### src/rtl/vlog_fifo_pkg.sv
`default_nettype none
// ============================================================================
// Module   : vlog_fifo_pkg
// Purpose  : Shared constants, pointer type and sizing helper for the FIFO.
// Revision : 1.0
// ============================================================================
package vlog_fifo_pkg;

    localparam int FWFT_OFF = 0;
    localparam int FWFT_ON  = 1;

    // Widest pointer (address + wrap bit) the FIFO family supports.
    localparam int PTR_MAX_W = 32;
    typedef logic [PTR_MAX_W-1:0] ptr_max_t;

    // Number of address bits needed for n entries, found by repeated halving.
    function automatic int clog2(input int n);
        int r;
        int v;
        r = 0;
        v = n - 1;
        for (int i = 0; i < 32; i++) begin
            if (v > 0) begin
                r = r + 1;
                v = v >> 1;
            end
        end
        return r;
    endfunction

endpackage
`default_nettype wire

### src/rtl/vlog_fifo_mem.sv
`default_nettype none
// ============================================================================
// Module   : vlog_fifo_mem
// Purpose  : Simple dual-port storage array, synchronous write, async read.
// Revision : 1.0
// ============================================================================
module vlog_fifo_mem #(
    parameter int WIDTH = 8,
    parameter int DEPTH = 32,
    parameter int AW    = 5
) (
    input  logic             clk,
    input  logic             i_wr_en,
    input  logic [AW-1:0]    i_wr_addr,
    input  logic [WIDTH-1:0] i_wr_data,
    input  logic [AW-1:0]    i_rd_addr,
    output logic [WIDTH-1:0] o_rd_data
);

    logic [WIDTH-1:0] r_mem [DEPTH];

    // Contents are deliberately not reset; occupancy lives in the pointers.
    always_ff @(posedge clk) begin
        if (i_wr_en) begin
            r_mem[i_wr_addr] <= i_wr_data;
        end
    end

    assign o_rd_data = r_mem[i_rd_addr];

endmodule
`default_nettype wire

### src/rtl/vlog_param_fifo.sv
`default_nettype none
// ============================================================================
// Module   : vlog_param_fifo
// Purpose  : Parametrised synchronous FIFO with registered or FWFT read,
//            almost-full threshold and sticky overflow/underflow flags.
// Revision : 1.0
// ============================================================================
module vlog_param_fifo
    import vlog_fifo_pkg::*;
#(
    parameter int WIDTH    = 8,
    parameter int DEPTH    = 32,
    parameter int FWFT     = FWFT_OFF,
    parameter int AF_LEVEL = DEPTH - 2
) (
    input  logic                  clk,
    input  logic                  rst_n,
    input  logic                  clear,
    input  logic                  push,
    input  logic [WIDTH-1:0]      push_data,
    input  logic                  pop,
    output logic [WIDTH-1:0]      pop_data,
    output logic                  pop_valid,
    output logic                  full,
    output logic                  almost_full,
    output logic                  empty,
    output logic [clog2(DEPTH):0] count,
    output logic                  overflow,
    output logic                  underflow
);

    localparam int             c_aw       = clog2(DEPTH);
    localparam logic [c_aw:0]  c_ptr_one  = (c_aw+1)'(1);
    localparam logic [c_aw:0]  c_af_level = (c_aw+1)'(AF_LEVEL);

    initial begin
        if ((DEPTH < 2) || ((DEPTH & (DEPTH - 1)) != 0)) begin
            $fatal(1, "vlog_param_fifo: DEPTH must be a power of two >= 2");
        end
        if ((AF_LEVEL > DEPTH) || (AF_LEVEL < 0)) begin
            $fatal(1, "vlog_param_fifo: AF_LEVEL must be within 0..DEPTH");
        end
        if ((c_aw + 1) > PTR_MAX_W) begin
            $fatal(1, "vlog_param_fifo: DEPTH exceeds supported pointer width");
        end
    end

    logic [c_aw:0]    r_wr_ptr;
    logic [c_aw:0]    r_rd_ptr;
    logic             r_overflow;
    logic             r_underflow;
    logic             w_full;
    logic             w_empty;
    logic             w_pop_ok;
    logic             w_push_ok;
    logic             w_wr_en;
    logic [WIDTH-1:0] w_rd_data;

    assign w_full    = (r_wr_ptr[c_aw-1:0] == r_rd_ptr[c_aw-1:0]) &&
                       (r_wr_ptr[c_aw] != r_rd_ptr[c_aw]);
    assign w_empty   = (r_wr_ptr == r_rd_ptr);
    assign w_pop_ok  = pop & ~w_empty;
    assign w_push_ok = push & (~w_full | w_pop_ok);
    // Gating with rst_n and clear keeps a flushed or resetting cycle from writing.
    assign w_wr_en   = w_push_ok & ~clear & rst_n;

    always_ff @(posedge clk or negedge rst_n) begin
        if (!rst_n) begin
            r_wr_ptr    <= '0;
            r_rd_ptr    <= '0;
            r_overflow  <= 1'b0;
            r_underflow <= 1'b0;
        end else if (clear) begin
            r_wr_ptr    <= '0;
            r_rd_ptr    <= '0;
            r_overflow  <= 1'b0;
            r_underflow <= 1'b0;
        end else begin
            if (w_push_ok) begin
                r_wr_ptr <= r_wr_ptr + c_ptr_one;
            end
            if (w_pop_ok) begin
                r_rd_ptr <= r_rd_ptr + c_ptr_one;
            end
            if (push && !w_push_ok) begin
                r_overflow <= 1'b1;
            end
            if (pop && !w_pop_ok) begin
                r_underflow <= 1'b1;
            end
        end
    end

    vlog_fifo_mem #(
        .WIDTH (WIDTH),
        .DEPTH (DEPTH),
        .AW    (c_aw)
    ) u_mem (
        .clk       (clk),
        .i_wr_en   (w_wr_en),
        .i_wr_addr (r_wr_ptr[c_aw-1:0]),
        .i_wr_data (push_data),
        .i_rd_addr (r_rd_ptr[c_aw-1:0]),
        .o_rd_data (w_rd_data)
    );

    assign full        = w_full;
    assign empty       = w_empty;
    assign count       = r_wr_ptr - r_rd_ptr;
    assign almost_full = (count >= c_af_level);
    assign overflow    = r_overflow;
    assign underflow   = r_underflow;

    generate
        if (FWFT == FWFT_ON) begin : g_fwft
            assign pop_valid = ~w_empty;
            assign pop_data  = w_empty ? '0 : w_rd_data;
        end else begin : g_reg_read
            logic [WIDTH-1:0] r_pop_data;
            logic             r_pop_valid;

            always_ff @(posedge clk or negedge rst_n) begin
                if (!rst_n) begin
                    r_pop_data  <= '0;
                    r_pop_valid <= 1'b0;
                end else if (clear) begin
                    r_pop_valid <= 1'b0;
                end else begin
                    r_pop_valid <= w_pop_ok;
                    if (w_pop_ok) begin
                        r_pop_data <= w_rd_data;
                    end
                end
            end

            assign pop_valid = r_pop_valid;
            assign pop_data  = r_pop_data;
        end
    endgenerate

endmodule
`default_nettype wire

### config.mk
export PLATFORM = sky130hd
export DESIGN_NAME = vlog_param_fifo
export DESIGN_NICKNAME = d
export VERILOG_FILES = /design/src/rtl/vlog_fifo_pkg.sv /design/src/rtl/vlog_fifo_mem.sv /design/src/rtl/vlog_param_fifo.sv
export SDC_FILE = /design/constraint.sdc
export NUM_CORES = 1
export LEC_CHECK = 0
export CAP_MARGIN = 40
export CORE_UTILIZATION = 45
export CTS_CLUSTER_DIAMETER = 150
export DETAILED_ROUTE_END_ITERATION = 16
export GPL_ROUTABILITY_DRIVEN = 0
export PLACE_DENSITY = 0.58
export SYNTH_ARGS = -nofsm -noshare
export SYNTH_HDL_FRONTEND = slang
export SYNTH_HIERARCHICAL = 1
export SYNTH_SLANG_ARGS = --single-unit
### constraint.sdc
create_clock -name clk -period 5.2 [get_ports clk]
set_clock_uncertainty 0.2 [all_clocks]
set_input_delay 0.78 -clock clk [delete_from_list [all_inputs] [get_ports clk]]
set_output_delay 0.78 -clock clk [all_outputs]
set_load 0.03 [all_outputs]
After elaboration in Yosys (flattened, before gate mapping)
Memories as Yosys holds them, arrays and structs flattened. A register that Yosys moved wholly into a read port is not among the register bits.
Index checks and enable logic that the tools add are counted.
- $add $sub $neg: 3
- $lt $le $gt $ge: 1
- equal/unequal tests: 3
- mux-type cells: 11
- bitwise gates (word level): 8
- reduce and logical (&&, ||, !) cells: 11
- operator list (operator ; number):
    $mux 6 ; 4
    $add 6x1->6 const B ; 2
    $reduce_bool 2->1 ; 4
    $mux 1 ; 7
    $eq 6x6->1 ; 1
    $ge 6x5->1 const B ; 1
    $sub 6x6->6 ; 1
    $eq 5x5->1 ; 1
    $and 1x1->1 ; 4
    $logic_and 1x1->1 ; 3
    $logic_not 1->1 ; 3
    $not 1->1 ; 3
    $reduce_and 2->1 ; 1
    $ne 1x1->1 ; 1
    $or 1x1->1 ; 1
- register bits: 15
- RAM bits: 256
- input port bits: 13
- logic and storage cells: 43
- memories: 1
- memory list (name ; words ; width ; rd ports ; clocked after memory_dff ; wr ports ; RTL line ; source):
    u_mem.r_mem ; 32 ; 8 ; 1 ; 1 ; 1 ; vlog_fifo_mem.sv:20 ; logic [WIDTH-1:0] r_mem [DEPTH];

Depth between registers and ports, before layout
- depth after elaboration: 9
- mapped depth: 9
- depth with buffers taken out: 8

Cells and area by module
Netlist, hierarchy kept.
- modules (own cells, without submodules) (module ; times used ; cells each ; area an instance (um^2) ; seq. area each (um^2)):
    vlog_fifo_mem ; 1 ; 409 ; 9893.2 ; 7687.4
    vlog_param_fifo ; 1 ; 129 ; 1367.6 ; 575.6

Worst setup path after synthesis
No wires, ideal clock.
- path kind: reg-to-output
- start: register r_wr_ptr[0]
- end: output almost_full
- data arrival time: 2.302 ns
- data required time: 4.220 ns
- slack: 1.918 ns
- stages on the path, launching flop included: 8
- cells stage by stage: dfrtp_1 -> inv_1 -> ha_1 -> inv_1 -> fa_1 -> xor2_1 -> nand3_1 -> o211ai_1
- longest elaborated chain between the ends: 2
- RTL lines (item ; RTL line ; source):
    start: declaration ; vlog_param_fifo.sv:48 ; logic [c_aw:0] r_wr_ptr;
    start signal: assignment ; vlog_param_fifo.sv:80 ; r_wr_ptr <= r_wr_ptr + c_ptr_one;
    $sub 6x6->6 ; vlog_param_fifo.sv:109 ; assign count = r_wr_ptr - r_rd_ptr;
    via count[2] ; vlog_param_fifo.sv:27 ; output logic [clog2(DEPTH):0] count,
    $ge 6x5->1 ; vlog_param_fifo.sv:110 ; assign almost_full = (count >= c_af_level);
    end: declaration ; vlog_param_fifo.sv:25 ; output logic almost_full,
The timed path passes the listed nets, and every way through them passes these cells.

Worst setup path in the final report
- start: register r_rd_ptr[4]
- end: output empty
- longest elaborated chain between the ends: 1
- RTL lines (item ; RTL line ; source):
    start: declaration ; vlog_param_fifo.sv:49 ; logic [c_aw:0] r_rd_ptr;
    start signal: assignment ; vlog_param_fifo.sv:83 ; r_rd_ptr <= r_rd_ptr + c_ptr_one;
    $eq 6x6->1 ; vlog_param_fifo.sv:61 ; assign w_empty = (r_wr_ptr == r_rd_ptr);
    end: declaration ; vlog_param_fifo.sv:26 ; output logic empty,
Every way passes these cells.

==> impl_metrics.json <==
{
  "status": "finished, final reports clean",
  "drtIter0Drc": 583,
  "rr_endpoint": "u_mem/r_mem[28][7]",
  "ys.flop_type": "edfxtp_1",
  "initial_core_util_pct": 46.03,
  "min-delay-start": "overflow",
  "path_buf_inv": 2,
  "period_minus_slack_ns": 4.448,
  "die_w_um": 160.2,
  "synth_top_area_share_pct": 68.27,
  "cpMaxStageDelayCell": "dfrtp_1",
  "synth_commonest_cells": "edfxtp_1, mux4_2, nor2_1, dfrtp_1, mux2_2",
  "min_to": "overflow",
  "p_per_area_nw_per_um2": 408.8,
  "root_buffer": "clkbuf_16",
  "hp-class": "flip-flop to flip-flop",
  "whs_path_depth": 2,
  "finalWirelength_um": 24120,
  "max_stage_delay_ns": 0.88,
  "synth.largest_area_cell": "edfxtp_1",
  "ios": 33,
  "max_freq_ghz": 0.2248,
  "required_ns": 4.22,
  "synth_compound_area_share_pct": 1.400,
  "htree_levels": 1,
  "finalSetupViolCount": 0,
  "cts_buffer_depth": 3,
  "place_hpwl_um": 15390,
  "die_area_um2": 25660,
  "drv_cap": 0,
  "ys_async_sr_fraction_pct": 8.244,
  "critical_path.startpoint": "r_rd_ptr[4]",
  "crit_path_end_kind": "output pin",
  "fin_util_pct": 52.68,
  "rsz0062_at_grt": "false",
  "grt_max_degree": 51,
  "clock_sinks": 279,
  "synthAdderAreaFrac_pct": 0.9556,
  "synthSimpleGateAreaFrac_pct": 3.867,
  "antenna_found_initial": 4,
  "critPathTopFamily": "flip-flops",
  "netlist_instances": 538,
  "synth_top_family_by_area": "multiplexers",
  "cp-start-kind": "flip-flop",
  "synth_most_common_cell": "edfxtp_1",
  "ys_seq_area_share_pct": 73.38,
  "rrSetupSlack_ns": 1.14,
  "critical_path.cell_chain": "inv_1, ha_1, nand4_2, nor3_1, clkdlybuf4s50_1",
  "wl_per_cell_um": 25.77,
  "drv_slew": 0,
  "synth-xor-area-share_pct": 0.9111,
  "area_growth_pct": 14.43,
  "finalPower_w": 0.005268,
  "synth-edff-count": 256,
  "viasPerCell": 5.801,
  "nFillCells": 1919,
  "port_buffers": 32,
  "yosys_warnings": 6,
  "hold_buffers": 0,
  "worstMarginPinSlew_ns": 0.8325,
  "grt_pass1_vias": 5550,
  "drc": 0,
  "cts_tree": "done",
  "overflow": 0,
  "reg2reg_depth": 7,
  "clkLatencyLatePin_ns": 0.54,
  "grt.total_usage_pct": 19.68,
  "num_rows": 57,
  "clk_pin_slew_ns": 0.06,
  "vias": 5430,
  "slew_headroom_pct": 44.30,
  "muxShareOfSynthArea_pct": 18.07,
  "final.setup.tns_ns": 0,
  "antenna_left": 0,
  "synth-seq-cells": 279,
  "post_cts_resized": 0,
  "cts_made_buffers": 28,
  "grt_pass1_wl_um": 36890,
  "pre_cts_ws_ns": 1.219,
  "die_h_um": 160.2,
  "hold_viol": 0,
  "coreArea_um2": 24460,
  "timing.final.ws_setup_ns": 0.7517,
  "timing_worst_setup_path_type": "flip-flop to output pin",
  "drive_gt1_share_pct": 26.68,
  "synth_area_leaders": "edfxtp_1, mux4_2, dfrtp_1, mux2_2, nor2_1",
  "worstPathMaxFanout": 20,
  "avgSynthCellArea_um2": 20.93,
  "firstDrtPassIters": 4,
  "nets": 613,
  "p_leak_nw": 4.016,
  "synth_area_um2": 11260,
  "fin_crit_sh_pct": 85.54,
  "cts_setup_buffers": 0,
  "crit-reg2reg-launch": "r_rd_ptr[4]",
  "peakVddDrop_uv": 245.9,
  "synth_nets": 559,
  "worstPathArrival_ns": 3.47,
  "yosys.cell_types.count": 44
}
[metal layers]
layer / global-route usage [%] / part of all wire, % / vias to the layer above / wire [um]
met5: 0 / 0.21 / - / 50
met3: 3.922 / 6.6 / 42 / 1597
met2: 29.53 / 46 / 193 / 11100
li1: - / - / 2318 / -
met4: 4.892 / 2.0 / 6 / 486
met1: 29.74 / 45 / 2871 / 10890
[stage by stage]
| step | cells | hold slack, ns | area (um^2) |
|---|---|---|---|
| after CTS | 935 | 0.3023 | 12880 |
| after global placement | 884 | 0.2814 | 11970 |
| after detailed placement | 886 | 0.2877 | 12030 |
| after floorplan | 538 | 0.2844 | 11260 |
| final | 936 | 0.2969 | 12890 |
| after global routing | 935 | 0.3335 | 12880 |
[tightest hold or removal path: stages, from the launching register on]
cell and delay (ns):
dfrtp_1 0.35, a31oi_1 0.04, nor2_1 0.07
[how the worst max path moves through the flow]
stage / to / slack, ns / depth (start not counted)
2_1_floorplan: almost_full / 1.92 / 7
3_3_place_gp: u_mem/r_mem[0][2] / 1.27 / 7
3_5_place_dp: u_mem/r_mem[23][3] / 1.22 / 7
4_1_cts: empty / 0.80 / 5
5_1_grt: empty / 0.51 / 5
6_report: empty / 0.75 / 5
[cells in the final DEF, fill, tap and decap left out, drive strengths merged, types with 2 or more instances in the layout]
cell type | netlist | final
edfxtp | 256 | 256
mux4 | 80 | 80
nor2 | 49 | 49
clkbuf | 9 | 37
clkdlybuf4s50 | 0 | 32
dfrtp | 23 | 23
mux2 | 18 | 18
buf | 14 | 15
inv | 11 | 11
clkinv | 0 | 10
a21oi | 8 | 8
ha | 7 | 7
xnor2 | 6 | 6
nand2 | 5 | 5
nand3 | 5 | 5
nand3b | 5 | 5
nor3 | 4 | 4
or3 | 4 | 4
xor2 | 4 | 4
mux2i | 3 | 3
o21ai | 3 | 3
or3b | 3 | 3
nand4 | 3 | 3
a211oi | 2 | 2
nor2b | 2 | 2
a31oi | 2 | 2
bufinv | 0 | 2
o31ai | 2 | 2
[area by class of cell]
type / count / area, um^2 / share of cell area [%]
diodes: 1 / 2.502 / 0.01942
clock buffers: 37 / 734.5 / 5.700
clock inverters: 12 / 123.9 / 0.9613
inverters: 11 / 41.29 / 0.3204
multi-input cells: 225 / 2838 / 22.02
flip-flops and latches: 279 / 8268 / 64.16
well taps: 324 / 405.4 / 3.146
repair buffers: 47 / 473.0 / 3.670
[state kept, by name, summed over array words and instances, names as in the netlist]
name and flops:
overflow 1, u_mem/r_mem 256, r_wr_ptr 6, pop_data 8
underflow 1, pop_valid 1, r_rd_ptr 6
[where the power goes]
group	total (W)	switching, W	internal (W)
clock network	0.00189	0.000804	0.00109
registers	0.00256	0.0000699	0.00249
logic	0.000811	0.000412	0.000399
[cells by family after synthesis]
logic type,count (synthesis)
XOR/XNOR,10
buffers and inverters,34
AND/OR/NAND/NOR,86
adder cells (fa/ha/maj),8
flip-flops,279
multiplexers,101
AO/OA/AOI/OAI,20
No activity file was read; power rests on OpenSTA's default activity.
